`config.mk`:
```
export PLATFORM = sky130hd
export DESIGN_NAME = result_drain
export DESIGN_NICKNAME = d
export VERILOG_FILES = /design/src/rtl/result_drain.sv
export SDC_FILE = /design/constraint.sdc
export NUM_CORES = 1
export LEC_CHECK = 0
export ABC_CLOCK_PERIOD_IN_PS = 14200
export CORE_MARGIN = 3
export CORE_UTILIZATION = 51
export DETAILED_ROUTE_END_ITERATION = 10
export PLACE_DENSITY = 0.91
export SYNTH_ARGS = -nofsm -noshare
export SYNTH_HDL_FRONTEND = slang
export SYNTH_SLANG_ARGS = --single-unit
```
`constraint.sdc`:
```
create_clock -name clk -period 14.2 [get_ports clk]
set_input_delay 2.13 -clock clk [delete_from_list [all_inputs] [get_ports clk]]
set_output_delay 2.13 -clock clk [all_outputs]
set_load 0.01 [all_outputs]
```
`src/rtl/result_drain.sv`:
```
// rtl/result_drain.sv - snapshots an MxM result matrix and streams it row-major; optional RESULT_DRAIN_RELU_EN clamp
module result_drain #(
    parameter int DATA_WIDTH = 32,
    parameter int M          = 3,
    parameter int IDX_W      = (M > 1) ? $clog2(M) : 1
) (
    input  logic                  clk,
    input  logic                  reset,
    input  logic [DATA_WIDTH-1:0] result_in [0:M-1][0:M-1],
    input  logic                  done_in,
    output logic                  m_valid,
    input  logic                  m_ready,
    output logic [DATA_WIDTH-1:0] m_data,
    output logic [IDX_W-1:0]      m_row,
    output logic [IDX_W-1:0]      m_col,
    output logic                  m_last,
    output logic                  busy,
    output logic                  drain_done,
    output logic                  overrun
);

    localparam logic [IDX_W-1:0] LAST_IDX = IDX_W'(M - 1);

    typedef enum logic {
        S_IDLE  = 1'b0,
        S_DRAIN = 1'b1
    } state_t;

    state_t                r_state;
    logic                  r_done_q;
    logic [DATA_WIDTH-1:0] r_buf [0:M-1][0:M-1];
    logic                  r_m_valid;
    logic [DATA_WIDTH-1:0] r_m_data;
    logic [IDX_W-1:0]      r_m_row;
    logic [IDX_W-1:0]      r_m_col;
    logic                  r_m_last;
    logic                  r_busy;
    logic                  r_drain_done;
    logic                  r_overrun;

    logic                  w_rise;
    logic                  w_xfer;
    logic                  w_col_wrap;
    logic [IDX_W-1:0]      w_next_row;
    logic [IDX_W-1:0]      w_next_col;
    logic                  w_next_last;

    // Optional ReLU applied as words enter the snapshot buffer, so it costs no latency.
    function automatic logic [DATA_WIDTH-1:0] f_clamp(input logic [DATA_WIDTH-1:0] i_word);
`ifdef RESULT_DRAIN_RELU_EN
        return i_word[DATA_WIDTH-1] ? '0 : i_word;
`else
        return i_word;
`endif
    endfunction

    assign w_rise = done_in & ~r_done_q;
    assign w_xfer = r_m_valid & m_ready;

    // Next row-major position; only consulted when the current beat is not the last one.
    always_comb begin
        w_col_wrap  = (r_m_col == LAST_IDX);
        w_next_col  = w_col_wrap ? '0 : r_m_col + 1'b1;
        w_next_row  = w_col_wrap ? r_m_row + 1'b1 : r_m_row;
        w_next_last = (w_next_row == LAST_IDX) && (w_next_col == LAST_IDX);
    end

    // Capture/drain FSM; every stream output is a register so m_valid never depends on m_ready.
    always_ff @(posedge clk) begin
        if (!reset) begin
            r_state      <= S_IDLE;
            r_done_q     <= 1'b1;
            r_m_valid    <= 1'b0;
            r_m_data     <= '0;
            r_m_row      <= '0;
            r_m_col      <= '0;
            r_m_last     <= 1'b0;
            r_busy       <= 1'b0;
            r_drain_done <= 1'b0;
            r_overrun    <= 1'b0;
            for (int i = 0; i < M; i++) begin
                for (int j = 0; j < M; j++) begin
                    r_buf[i][j] <= '0;
                end
            end
        end else begin
            r_done_q     <= done_in;
            r_drain_done <= 1'b0;
            case (r_state)
                S_IDLE: begin
                    if (w_rise) begin
                        for (int i = 0; i < M; i++) begin
                            for (int j = 0; j < M; j++) begin
                                r_buf[i][j] <= f_clamp(result_in[i][j]);
                            end
                        end
                        r_m_data  <= f_clamp(result_in[0][0]);
                        r_m_row   <= '0;
                        r_m_col   <= '0;
                        r_m_last  <= (M == 1);
                        r_m_valid <= 1'b1;
                        r_busy    <= 1'b1;
                        r_state   <= S_DRAIN;
                    end
                end
                S_DRAIN: begin
                    // The array may finish again before we are done: drop it, but remember.
                    if (w_rise) begin
                        r_overrun <= 1'b1;
                    end
                    if (w_xfer) begin
                        if (r_m_last) begin
                            r_m_valid    <= 1'b0;
                            r_m_data     <= '0;
                            r_m_row      <= '0;
                            r_m_col      <= '0;
                            r_m_last     <= 1'b0;
                            r_busy       <= 1'b0;
                            r_drain_done <= 1'b1;
                            r_state      <= S_IDLE;
                        end else begin
                            r_m_row  <= w_next_row;
                            r_m_col  <= w_next_col;
                            r_m_data <= r_buf[w_next_row][w_next_col];
                            r_m_last <= w_next_last;
                        end
                    end
                end
                default: begin
                    r_state <= S_IDLE;
                end
            endcase
        end
    end

    assign m_valid    = r_m_valid;
    assign m_data     = r_m_data;
    assign m_row      = r_m_row;
    assign m_col      = r_m_col;
    assign m_last     = r_m_last;
    assign busy       = r_busy;
    assign drain_done = r_drain_done;
    assign overrun    = r_overrun;

endmodule

```
== Word level (Yosys, flattened, before mapping) ==
Memory sizes are Yosys's and may differ from the RTL's.
Cells that the tools add are included.

* Register bits: 42
* Input bits: 292
* Logic and storage cells: 80
* Output and inout port bits: 41
* Memories: 1
* Memory bits (writable): 288

* $lt $le $gt $ge: 1
* Multiplexer cells: 42
* Equal/unequal tests: 6
* Bitwise gates (word level): 14
* Add/sub/neg operators: 2
* Reductions and logical operators: 5

{| class="wikitable"
|+ Memory list
! memory !! words !! bits a word !! read ports !! clocked after Yosys merged registers in !! write ports !! line !! source
|-
| r_buf || 3 || 96 || 1 || 0 || 3 || 31 || <nowiki>logic [DATA_WIDTH-1:0] r_buf [0:M-1][0:M-1];</nowiki>
|}

{| class="wikitable"
|+ Operators with widths
! kind !! number
|-
| $mux W32 || 14
|-
| $bmux W32 S2 || 1
|-
| $pmux W32 S2 || 1
|-
| $mux W1 || 14
|-
| $mux W2 || 7
|-
| $or A1 B1 Y1 || 9
|-
| $pmux W2 S2 || 2
|-
| $eq A2 B2 Y1 const B || 3
|-
| $pmux W1 S2 || 3
|-
| $reduce_and A3 Y1 || 2
|-
| $add A2 B1 Y2 const B || 2
|-
| $ne A2 B1 Y1 const B || 2
|-
| $reduce_and A2 Y1 || 2
|-
| $ge A3 B3 Y1 const B || 1
|-
| $not A2 Y3 || 1
|-
| $and A1 B1 Y1 || 2
|-
| $ne A2 B2 Y1 const B || 1
|-
| $not A1 Y1 || 2
|-
| $logic_and A1 B1 Y1 || 1
|}

== Longest topological paths before layout ==
* Word-level depth: 9
* Depth in mapped cells: 8
* Depth with buffers taken out: 5

== Worst setup path after synthesis ==
OpenSTA, ideal clock, no wires.

* Kind: in2reg
* Start point: input port done_in
* End point: memory r_buf[0][0] in the netlist's numbering (enable)
* Stages: 4
* Slack: 3.553 ns
* Setup time: 0.702 ns
* Required time: 13.498 ns
* Buffers on the path: 2
* Arrival: 9.945 ns
* Path through: nor3b_1 > clkbuf_1 > clkbuf_1 > nand2b_1

{| class="wikitable"
|+ RTL lines
! item !! line !! source
|-
| start, declared || 10 || <nowiki>input logic done_in,</nowiki>
|-
| end, declared || 31 ||
|}

==> summary.txt <==
Synth
  • Syn Nets: 1,468
  • Yosys warnings: 0
  • Syn avg cell area: 12.9 um^2
  • Number of synthesized flops with an enable pin: 288
  • Sequential share of the synthesized area: 62.6%
  • Synthesis-stage register bit count: 330
  • Cells after Synth: 1,176
  • Asr flop ratio synth: 0%
  • Syn Std Cell Area: 15,200 um^2
  • Top_reg_cell synth: edfxtp_1
  • Count of different cell masters after synthesis: 54

Run status
  • Status: finished, final reports clean

Setup path
  • Arrival @ worst endpoint: about 5.0 ns
  • Slowest cell on the critical path: buf_4
  • Worst path top cell family by delay: buffers and inverters
  • Buf+Inv Stages, Crit Path: 3
  • CP required: ~14 ns
  • Cell mode on critical path: buf_4
  • Critical Setup Path Class: in -> reg
  • Critical path endpoint category: register
  • CP cell instances: clkdlybuf4s50_1 > nor3b_2 > buf_4 > nand2b_4 > buf_4
  • Critical Path Max Stage Delay: 0.87 ns
  • Critical Path Source Type: input port
  • Crit-path max FO: 79

Clocking
  • TritonCTS clock tree: done
  • Total CTS buffers: 36
  • Clock transition at path regs: about 0.060 ns
  • CTS Hold Buffers Added: 0
  • Post-CTS setup buffer count: 0
  • Clock Root Buffer: clkbuf_16
  • Bufs on Longest Clock Path: 3
  • # clock sinks: 330
  • Post-CTS Resized: 0
  • Clk_lat worst skew: 0.51 ns
  • Htree depth: 2

Timing
  • Slew Limit Fails: 0
  • Crit share post-route: between 30% and 40%
  • Highest clock rate: 203 MHz
  • Setup TNS: 0 ns
  • WHS: 0.515 ns
  • Worst-margin pin slew: around 1.2 ns
  • Final setup skew: around 0.016 ns
  • Min cycle time layout: 4.92 ns
  • Fin. Hold Viols: 0
  • Final setup fails: 0
  • Slew HR: 16.4%
  • Unrepaired setup endpoints after global routing: no

Layout
  • Layout cells sized above 1: a little under a tenth
  • Net count, final: roughly 1,700
  • Area grow syn2layout: 31.3%
  • Most frequent cells in the layout: 331 x clkdlybuf4s50_1, 289 x and3_1, 288 x edfxtp_1
  • Commonest non-fill, non-tap cell in the layout: clkdlybuf4s50_1
  • FILL cells: 1,969
  • Layout Utilization: 68.6%

Die
  • Die height: 178 um
  • Die extent in x: 178 um
  • Die area: roughly 32,000 um^2
  • Core area: 29,000 um^2
  • Row count: 62
  • # IOs: 333
  • Initial cell density of the core: 52.2%

Route
  • DRC Markers: 0
  • Vias per cell: between 6 and 7
  • Via Count: 11,500
  • First DRT Iteration DRCs: 1,494
  • Final wirelength: approximately 46,000 um
  • DRT antenna net count: 0
  • First drt pass iteration count: 5
  • DR WL/cell: 24.7 um

Place
  • Dpl hpwl: slightly above 30,000 um
  • PortBufs: around 330
  • Routability cong.: 0.941

Run
  • Max-Cap Viols: 0

Global route
  • Initial antenna violation count: 5
  • Total track usage: 28.1%
  • First-pass GRT wire length: around 67,000 um
  • Vias in the first global route: 11,100
  • GRT Residual Overflow: 0
  • Largest net degree at the start of global routing: about 160

Power
  • Power Density: roughly 110 nW/um^2
  • Maximum VDD drop: 0.0900 mV
  • Leak pwr: between 8 and 9 nW

Worst hold path
  • Hold Crit Class: reg -> reg
==> state kept, by name, summed over array words and instances (netlist names) <==
name / count
busy: 1
drain_done: 1
m_col: 2
m_data: 32
m_last: 1
m_row: 2
overrun: 1
r_buf: 288
r_done_q: 1
r_state: 1
==> final cells by class <==
class,instances,area [um^2],share of cell area (%)
antenna,5,12.5,0.0629
clock buffer,46,1010,5.07
clock inverter,17,205,1.03
inverter,11,41.3,0.207
multi-input combinational,715,5190,26.1
sequential,330,9500,47.7
tap,384,480,2.41
timing repair buffer,348,3460,17.4
==> cells in the mapped netlist (6+ instances only) <==
library cell / count / share of area (%)
dfxtp_1: 42 / 5.5
a2111oi_0: 6 / 0.35
nor3_1: 10 / 0.33
a21boi_0: 8 / 0.40
a221o_1: 11 / 0.73
o21bai_1: 8 / 0.40
and3_1: 289 / 12
a22oi_1: 24 / 1.2
nor2b_1: 20 / 0.83
o21a_1: 8 / 0.40
o2111ai_1: 6 / 0.35
nor2_1: 42 / 1.0
edfxtp_1: 288 / 57
clkbuf_1: 92 / 2.3
nand3_1: 7 / 0.23
mux4_2: 14 / 2.1
buf_1: 9 / 0.22
o221ai_1: 16 / 0.92
a221oi_1: 9 / 0.52
o22ai_1: 9 / 0.37
buf_2: 17 / 0.56
inv_1: 10 / 0.25
mux2_2: 44 / 3.3
nand2_1: 30 / 0.74
o31ai_1: 11 / 0.54
mux2i_1: 40 / 2.6
a21oi_1: 35 / 1.2
a211oi_1: 22 / 1.1
==> per-layer routing <==
| metal | track usage (%) | part of all wire (%) | wire length (um) | vias up |
|---|---|---|---|---|
| met4 | 11.4 | 4.1 | 1860 | 0 |
| met5 | 0 | 0 | 0 | - |
| met3 | 4.47 | 8.7 | 4000 | 97 |
| met1 | 36.0 | 36 | 16700 | 5585 |
| met2 | 47.8 | 51 | 23200 | 717 |
| li1 | - | - | - | 5115 |
==> final timing paths <==
kind,startpoint,to,slack (ns),depth (start not counted)
min,m_data[11],m_data[11],0.52,2
max reg2reg,r_state,r_buf[0][51],10.89,4
min reg2reg,m_data[11],m_data[11],0.52,2
max,done_in,r_buf[0][51],9.28,5
==> report_power, final <==
part	leakage [nW]	switching (W)	total [W]	internal, W
Clock	0.598	0.000366	0.000957	0.000591
Combinational	4.11	0.0000864	0.000191	0.000105
Sequential	3.36	0.0000191	0.00113	0.00111
==> tightest hold or removal path, cell delays in order (launching register included) <==
cell and delay (ns):
dfxtp_1 0.31, nand2_1 0.06, a41oi_1 0.08
==> logic make-up (layout without fill, tap and decap cells) <==
kind of cell	count (synthesis)	after routing	synth area share, %
buf+inv	131	422	3.46
simple gates	415	415	15.9
mux	98	98	7.99
flops	330	330	62.6
other cells	0	5	0
xor+xnor	4	4	0.330
compound gates	198	198	9.72
==> stage by stage <==
stage / area (um^2) / worst slack, ns / cells / power, W
after floorplan: 15200 / 3.55 / 1176 / 0.00122
after global placement: 18700 / 8.91 / 1788 / 0.00133
after detailed placement: 18700 / 8.84 / 1788 / 0.00133
after CTS: 19900 / 9.35 / 1851 / 0.00228
after global routing: 19900 / 9.15 / 1856 / 0.00234
final: 19900 / 9.28 / 1856 / 0.00227
(Power assumes the default switching activity.)
